<file path="config.mk">
export PLATFORM = sky130hd
export DESIGN_NAME = alu_mc
export DESIGN_NICKNAME = d
export VERILOG_FILES = /design/src/rtl/alu_mc.sv
export SDC_FILE = /design/constraint.sdc
export NUM_CORES = 1
export LEC_CHECK = 0
export CORE_MARGIN = 8
export CORE_UTILIZATION = 25
export DETAILED_ROUTE_END_ITERATION = 10
export PLACE_DENSITY = 0.4
export SLEW_MARGIN = 10
export SYNTH_ARGS = -nofsm -noshare
export SYNTH_HDL_FRONTEND = slang
export SYNTH_SLANG_ARGS = --single-unit
</file>
<file path="constraint.sdc">
create_clock -name clk -period 2.5 [get_ports clk]
set_input_delay 0.5 -clock clk [delete_from_list [all_inputs] [get_ports clk]]
set_output_delay 0.5 -clock clk [all_outputs]
set_load 0.02 [all_outputs]
</file>
<file path="src/rtl/alu_mc.sv">
`default_nettype none
// ============================================================================
// Module   : alu_mc
// Brief    : Multi-cycle ALU with a ready/valid handshake, registered flags
//            and an optional shift-add multiplier.
// Revision : 1.0
// ============================================================================
module alu_mc #(
   parameter int WIDTH  = 8,
   parameter int MUL_EN = 1
) (
   input  logic             clk,
   input  logic             rst,
   input  logic             in_valid,
   output logic             in_ready,
   input  logic [WIDTH-1:0] a,
   input  logic [WIDTH-1:0] b,
   input  logic [3:0]       op,
   output logic             out_valid,
   input  logic             out_ready,
   output logic [WIDTH-1:0] result,
   output logic [WIDTH-1:0] result_hi,
   output logic             flag_z,
   output logic             flag_c,
   output logic             flag_n,
   output logic             flag_v
);

   localparam int MSB   = WIDTH - 1;
   localparam int CNT_W = $clog2(WIDTH);

   localparam logic [3:0] c_op_add = 4'd0;
   localparam logic [3:0] c_op_sub = 4'd1;
   localparam logic [3:0] c_op_and = 4'd2;
   localparam logic [3:0] c_op_or  = 4'd3;
   localparam logic [3:0] c_op_xor = 4'd4;
   localparam logic [3:0] c_op_not = 4'd5;
   localparam logic [3:0] c_op_shl = 4'd6;
   localparam logic [3:0] c_op_shr = 4'd7;
   localparam logic [3:0] c_op_adc = 4'd8;
   localparam logic [3:0] c_op_sbb = 4'd9;
   localparam logic [3:0] c_op_rol = 4'd10;
   localparam logic [3:0] c_op_ror = 4'd11;
   localparam logic [3:0] c_op_mul = 4'd12;
   localparam logic [3:0] c_op_cmp = 4'd13;

   localparam logic [CNT_W-1:0] c_cnt_last = CNT_W'(WIDTH - 1);

   typedef enum logic [1:0] {
      S_IDLE = 2'd0,
      S_MUL  = 2'd1,
      S_HOLD = 2'd2
   } state_t;

   state_t r_state, w_next;

   logic [WIDTH-1:0]   r_mcand;
   logic [2*WIDTH-1:0] r_prod;
   logic [CNT_W-1:0]   r_cnt;

   logic               w_is_mul;
   logic               w_mul_last;
   logic [WIDTH:0]     w_madd;
   logic [2*WIDTH-1:0] w_prod_next;

   logic               w_cin;
   logic [WIDTH:0]     w_sum, w_dif;
   logic               w_add_v, w_sub_v;
   logic [WIDTH-1:0]   w_res, w_zn;
   logic               w_c, w_v;

   assign in_ready   = (r_state == S_IDLE);
   assign out_valid  = (r_state == S_HOLD);
   assign w_is_mul   = (MUL_EN != 0) && (op == c_op_mul);
   assign w_mul_last = (r_cnt == c_cnt_last);

   // Upper half accumulates the multiplicand; lower half shifts out multiplier bits.
   assign w_madd      = {1'b0, r_prod[2*WIDTH-1:WIDTH]} + (r_prod[0] ? {1'b0, r_mcand} : '0);
   assign w_prod_next = {w_madd, r_prod[WIDTH-1:1]};

   always_ff @(posedge clk or posedge rst) begin
      if (rst) r_state <= S_IDLE;
      else     r_state <= w_next;
   end

   always_comb begin
      w_next = r_state;
      case (r_state)
         S_IDLE:  if (in_valid) w_next = w_is_mul ? S_MUL : S_HOLD;
         S_MUL:   if (w_mul_last) w_next = S_HOLD;
         S_HOLD:  if (out_ready) w_next = S_IDLE;
         default: w_next = S_IDLE;
      endcase
   end

   always_comb begin
      w_cin   = (op == c_op_adc || op == c_op_sbb) ? flag_c : 1'b0;
      w_sum   = {1'b0, a} + {1'b0, b} + {{WIDTH{1'b0}}, w_cin};
      w_dif   = {1'b0, a} - {1'b0, b} - {{WIDTH{1'b0}}, w_cin};
      w_add_v = (a[MSB] == b[MSB]) && (w_sum[MSB] != a[MSB]);
      w_sub_v = (a[MSB] != b[MSB]) && (w_dif[MSB] != a[MSB]);
      w_res   = '0;
      w_c     = 1'b0;
      w_v     = 1'b0;
      case (op)
         c_op_add, c_op_adc: begin w_res = w_sum[MSB:0]; w_c = w_sum[WIDTH]; w_v = w_add_v; end
         c_op_sub, c_op_sbb: begin w_res = w_dif[MSB:0]; w_c = w_dif[WIDTH]; w_v = w_sub_v; end
         c_op_cmp:           begin w_res = a;            w_c = w_dif[WIDTH]; w_v = w_sub_v; end
         c_op_and: w_res = a & b;
         c_op_or:  w_res = a | b;
         c_op_xor: w_res = a ^ b;
         c_op_not: w_res = ~a;
         c_op_shl: begin w_res = {a[MSB-1:0], 1'b0};   w_c = a[MSB]; end
         c_op_shr: begin w_res = {1'b0, a[MSB:1]};     w_c = a[0];   end
         c_op_rol: begin w_res = {a[MSB-1:0], a[MSB]}; w_c = a[MSB]; end
         c_op_ror: begin w_res = {a[0], a[MSB:1]};     w_c = a[0];   end
         default: ;
      endcase
      // CMP reports the difference in Z/N while passing a through as the result.
      w_zn = (op == c_op_cmp) ? w_dif[MSB:0] : w_res;
   end

   always_ff @(posedge clk or posedge rst) begin
      if (rst) begin
         result    <= '0;
         result_hi <= '0;
         flag_z    <= 1'b0;
         flag_c    <= 1'b0;
         flag_n    <= 1'b0;
         flag_v    <= 1'b0;
         r_mcand   <= '0;
         r_prod    <= '0;
         r_cnt     <= '0;
      end else begin
         case (r_state)
            S_IDLE: begin
               if (in_valid) begin
                  if (w_is_mul) begin
                     r_mcand <= a;
                     r_prod  <= {{WIDTH{1'b0}}, b};
                     r_cnt   <= '0;
                  end else begin
                     result    <= w_res;
                     result_hi <= '0;
                     flag_z    <= (w_zn == '0);
                     flag_n    <= w_zn[MSB];
                     flag_c    <= w_c;
                     flag_v    <= w_v;
                  end
               end
            end
            S_MUL: begin
               r_prod <= w_prod_next;
               r_cnt  <= r_cnt + CNT_W'(1);
               if (w_mul_last) begin
                  result    <= w_prod_next[WIDTH-1:0];
                  result_hi <= w_prod_next[2*WIDTH-1:WIDTH];
                  flag_z    <= (w_prod_next == '0);
                  flag_n    <= w_prod_next[2*WIDTH-1];
                  flag_c    <= (w_prod_next[2*WIDTH-1:WIDTH] != '0);
                  flag_v    <= (w_prod_next[2*WIDTH-1:WIDTH] != '0);
               end
            end
            default: ;
         endcase
      end
   end

endmodule
`default_nettype wire

</file>
### Word-level counts from Yosys, hierarchy flattened

Cells that the tools add are included.

| word-level totals | value |
|---|---|
| word-level logic and storage cells | 103 |
| bits in registers | 49 |

| cells by class | value |
|---|---|
| reduce and logical (&&, ||, !) cells | 18 |
| equality and inequality tests | 25 |
| mux-type cells | 40 |
| bitwise logic cells | 4 |
| $add $sub $neg | 6 |

Operators by type and width:

| operator | count |
|---|---|
| $pmux W8 S11 | 1 |
| $mux W8 | 8 |
| $mux W16 | 2 |
| $pmux W16 S2 | 1 |
| $pmux W8 S2 | 2 |
| $eq A4 B4 Y1 const B | 6 |
| $add A8 B8 Y9 | 2 |
| $eq A4 B3 Y1 const B | 4 |
| $logic_not A16 Y1 | 1 |
| $mux W1 | 12 |
| $pmux W1 S2 | 5 |
| $add A9 B1 Y9 | 1 |
| $reduce_and A3 Y1 | 3 |
| $sub A8 B8 Y9 | 1 |
| $sub A9 B1 Y9 | 1 |
| $and A8 B8 Y8 | 1 |
| $eq A4 B2 Y1 const B | 2 |
| $logic_not A8 Y1 | 1 |
| $mux W2 | 4 |
| $not A8 Y8 | 1 |
| $or A8 B8 Y8 | 1 |
| $reduce_bool A8 Y1 | 1 |
| $reduce_or A2 Y1 | 4 |
| $xor A8 B8 Y8 | 1 |
| 20 further kinds | 27 |

### Logic depth before layout (Yosys ltp)

| depth | value |
|---|---|
| word-level depth | 10 |
| mapped depth | 16 |

### Worst setup path before layout

Ideal clock, no wire load.

| path | value |
|---|---|
| path type | input-to-reg |
| from | input port op[3] |
| to | register flag_c |
| stages on the path | 14 |
| setup time | 132 ps |
| path slack | -818 ps |
| arrival time | 3186 ps |
| cells stage by stage | buf_6 buf_4 buf_2 nand3_1 fa_1 fa_1 o21a_1 nor4_1 nor3_1 a21o_1 a21oi_1 xor2_1 a2111oi_0 o31ai_1 |

| on the way | value |
|---|---|
| word-level cells in the longest chain between the ends | 8 |
| elaborated cells between the ends (all ways) | 24 |
| classes of those cells | 2 x add/sub; 10 x eq/ne; 5 x mux; 7 x reduce/logical |

Ends and longest elaborated chain:

| item | line | text |
|---|---|---|
| from (decl) | 18 | `input logic [3:0] op,` |
| $eq A4 B4 Y1 | 97, 105 |  |
| $logic_or A1 B1 Y1 | 97 | `w_cin = (op == c_op_adc \|\| op == c_op_sbb) ? flag_c : 1'b0;` |
| $mux W1 | 97 |  |
| $sub A9 B1 Y9 or $add A9 B1 Y9 (tied branches) | 99, 98 |  |
| $pmux W1 S4 | 105 | `case (op)` |
| $mux W1 | 138 | `if (w_is_mul) begin` |
| $mux W1 | 137 | `if (in_valid) begin` |
| $pmux W1 S2 | 135 | `case (r_state)` |
| to (signal assigned) | 147 | `flag_c <= w_c;` |
| to (signal assigned) | 160 | `flag_c <= (w_prod_next[2*WIDTH-1:WIDTH] != '0);` |
| to (decl) | 24 | `output logic flag_c,` |

Several ways; a longest one is shown, not always the timed one. The select of a mux whose other input is x is not followed.
A chain may end at the register's enable or synchronous reset.

### Final worst setup path

| path | value |
|---|---|
| from | register flag_c |
| to | register flag_z |

| on the way | value |
|---|---|
| word-level cells in the longest chain between the ends | 8 |
| elaborated cells between the ends (all ways) | 9 |
| classes of those cells | 2 x add/sub; 6 x mux; 1 x reduce/logical |

Ends and longest elaborated chain:

| item | line | text |
|---|---|---|
| $mux W1 * | 97 |  |
| $sub A9 B1 Y9 or $add A9 B1 Y9 (tied branches) | 99, 98 |  |
| $pmux W8 S11 | 105 |  |
| $mux W8 * | 120 | `w_zn = (op == c_op_cmp) ? w_dif[MSB:0] : w_res;` |
| $logic_not A8 Y1 * | 145 | `flag_z <= (w_zn == '0);` |
| $mux W1 * | 138 |  |
| $mux W1 * | 137 |  |
| $pmux W1 S2 * | 135 |  |
| to (signal assigned) | 145 |  |
| to (signal assigned) | 158 | `flag_z <= (w_prod_next == '0);` |
| to (decl) | 23 | `output logic flag_z,` |

Mark *: on every way between the ends. The rest lies on a longest branch, timed or not. The select of a mux whose other input is x is not followed.

==> results.toml <==
[final_layout]
layout_commonest_cell = "buf_4"
diodes = 0
final_util_pct = 39.39
layout_common_cells = "buf_4 (120), nand2_1 (70), dfrtp_1 (48)"
nNetsFinal = 737
syn2layout_area_growth_pct = 53.69
fin_area_mm2 = 0.006533
layout-drive-gt1-share_pct = 34.38

[place]
dp_hpwl_um = 12460
io_buffers = 45
routabilityCongestion = 0.8680
dpl_cell_area_mm2 = 0.005907

[drt]
wire_per_inst_um = 17.22
vias = 4290
drt-pass1-iter-count = 5
viasPerCell = 4.826
ant_nets = 0
wirelength_um = 15310
drtIter0Drc = 243
drc = 0

[synthesis]
synth_area_per_cell_um2 = 8.367
synth_enable_flop_cells = 0
ys_seq_elements = 49
syn_area_mm2 = 0.004250
syn_nets = 577
syn_inst = 508
yosysUniqueCellTypes = 66
yosys_warnings = 0
synth-main-ff-cell = "dfrtp_1"
async_reset_ff_share_pct = 100.0
seq_area_frac_synth_pct = 28.85

[clocking]
clock_latency_ns = 0.30
cts_tree = "built"
cts_root_buf = "clkbuf_16"
h-tree-depth = 2
cts.sinks = 49
clock_path_buffers = 2
cts_buffers = 5
clk_pin_slew_ns = 0.07

[floorplan]
fp.dieArea_mm2 = 0.02143
core_mm2 = 0.01658
start_util_pct = 25.63
die_w_um = 146.4
num_rows = 47
die-height_um = 146.4
io_pins = 46

[outcome]
status = "finished, violations left"
violations = "negative setup slack"

[worst_setup_path]
arrival_ns = 3.08
r2r_start = "flag_c"
worstSetupPathType = "reg2reg"
worst_path_most_repeated_cell = "o21ai_1"
worst_setup_path_start_kind = "register"
worstPathRequired_ns = 2.72
crit_path_end_kind = "register"
worstSetupStartpoint = "flag_c"
path_cells = "nand3_4, inv_2, fa_2, buf_6, inv_4, ha_4, o21ai_4, nand2_2, xnor2_2, o21ai_1, a32o_2, nor4_2, a32oi_1, o21ai_1"
endpoint = "flag_z"
critPathSlowestCell = "fa_2"
r2r-end = "flag_z"
slowest_delay_ns = 0.53
rr_worst_depth = 14
r2r_slack_ns = -0.36
critPathMaxFanout = 3

[worst_hold_path]
hold_path_class = "reg2reg"

[sta]
timing.slew.headroom_pct = 64.63
slew_viol_final = 0
finClkSkew_ns = 0.006079
rsz0062_at_grt = "true"
final.period_utilization_pct = 114.3
clock.fmax_mhz = 349.9
timing.hold.ws_ns = 0.4782
hold_viol = 0
setup_ws_ns = -0.3577
tns_ns = -2.096
period_needed_ns = 2.858
setup_viol = 10
tightest_slew_ns = 0.5286

[power]
swShare_pct = 38.44
leakage_nw = 2.922
peakVddDrop_mv = 0.2855
pwr-share-clk_pct = 16.6
total_power_mw = 4.142
p_switching_mw = 1.592
share_comb_of_total_power_pct = 53.5
power.density_mw_per_mm2 = 634.0
seqPwrFrac_pct = 29.9
internal-power_mw = 2.550

[global_routing]
grt_pass1_wl_um = 24380
grt_max_degree = 25
grtUsageTotal_pct = 14.25
antenna_found_initial = 0
grt_pass1_vias = 4393
grt_overflow = 0

[flow_run]
maxCapViolations = 0
-- per-stage QoR --
stage | worst slack, ns | instances
2_1_floorplan | -0.5310 | 508
3_3_place_gp | -0.9623 | 872
3_5_place_dp | -1.022 | 872
4_1_cts | -0.3913 | 887
5_1_grt | -0.4529 | 889
6_report | -0.3577 | 889
-- sequential cells by signal, indices dropped and copies added, names as in the netlist --
| signal | cells |
|---|---|
| r_state | 2 |
| flag_v | 1 |
| r_mcand | 8 |
| r_prod | 16 |
| result_hi | 8 |
| r_cnt | 3 |
| flag_n | 1 |
| flag_z | 1 |
| result | 8 |
| flag_c | 1 |
-- area by class of cell --
type	count	area, um^2
fillers	1716	10050
multi-input cells	404	3277
repair buffers	177	1491
flip-flops and latches	49	1227
well taps	220	275.3
clock buffers	6	128.9
inverters	31	118.9
clock inverters	2	13.76
-- cell families after synthesis --
kind of cell	Yosys count	share of synthesized area, %
and+or+nand+nor	188	21.20
AOI/OAI and AO/OA	139	23.26
buffers and inverters	55	5.652
DFF	49	28.85
adders and majority gates	45	14.13
xor gates and xnor gates	22	4.533
muxes	10	2.385
-- Yosys cell counts, types with 11 or more instances --
cell     number  area, um^2
a31oi_1      19       118.9
nor2_1       40       150.1
a21oi_1      15       75.07
xnor2_1      12       105.1
inv_1        30       112.6
o21ai_0      21       105.1
ha_1         40       500.5
and2_1       12       75.07
nand3_1      12       60.06
nand2_1      74       277.8
dfrtp_1      49        1226
nor2b_1      11       68.82
buf_2        12       60.06
-- worst max-delay path: cells and delay by family (launching register included) --
| family | cells | cell delay, ns |
|---|---|---|
| compound gates | 5 | 0.82 |
| xor+xnor | 1 | 0.17 |
| buf+inv | 3 | 0.18 |
| fa+ha+maj | 2 | 0.68 |
| flops | 1 | 0.45 |
| simple gates | 3 | 0.50 |
-- metal layers --
| metal | part of all wire (%) | track usage (%) | wire length (um) |
|---|---|---|---|
| met1 | 45 | 18.12 | 6950 |
| met3 | 3.3 | 2.349 | 500 |
| met4 | 1.8 | 3.916 | 277 |
| met5 | 0 | 0 | 0 |
| met2 | 50 | 24.38 | 7584 |
-- worst min-delay path by stage --
stage                    to  cells after the start          from  slack [ns]
2_1_floorplan    r_mcand[0]                      2    r_mcand[0]        0.44
4_1_cts            r_cnt[0]                      1      r_cnt[0]        0.48
3_3_place_gp     r_mcand[6]                      2    r_mcand[6]        0.46
6_report       result_hi[1]                      2  result_hi[1]        0.48
5_1_grt            r_cnt[0]                      1      r_cnt[0]        0.50
3_5_place_dp   result_hi[6]                      2  result_hi[6]        0.47
-- power by group through the flow --
stage | combinational [mW] | sequential (mW) | clock [mW]
floorplan | 1.05 | 1.28 | 0
global route | 2.43 | 1.28 | 0.751
finish | 2.22 | 1.24 | 0.686
global placement | 1.93 | 1.24 | 0
CTS | 2.09 | 1.23 | 0.713
detailed placement | 1.95 | 1.24 | 0
-- timing repair --
item / 4_1_cts / 5_1_grt
pin swaps: 33 / 18
buffers inserted: 8 / 2
setup endpoints to repair: 14 / 15
resized for setup: 86 / 24
hold buffers: 0 / 0
Note: power is estimated with default switching activity, not from simulation.
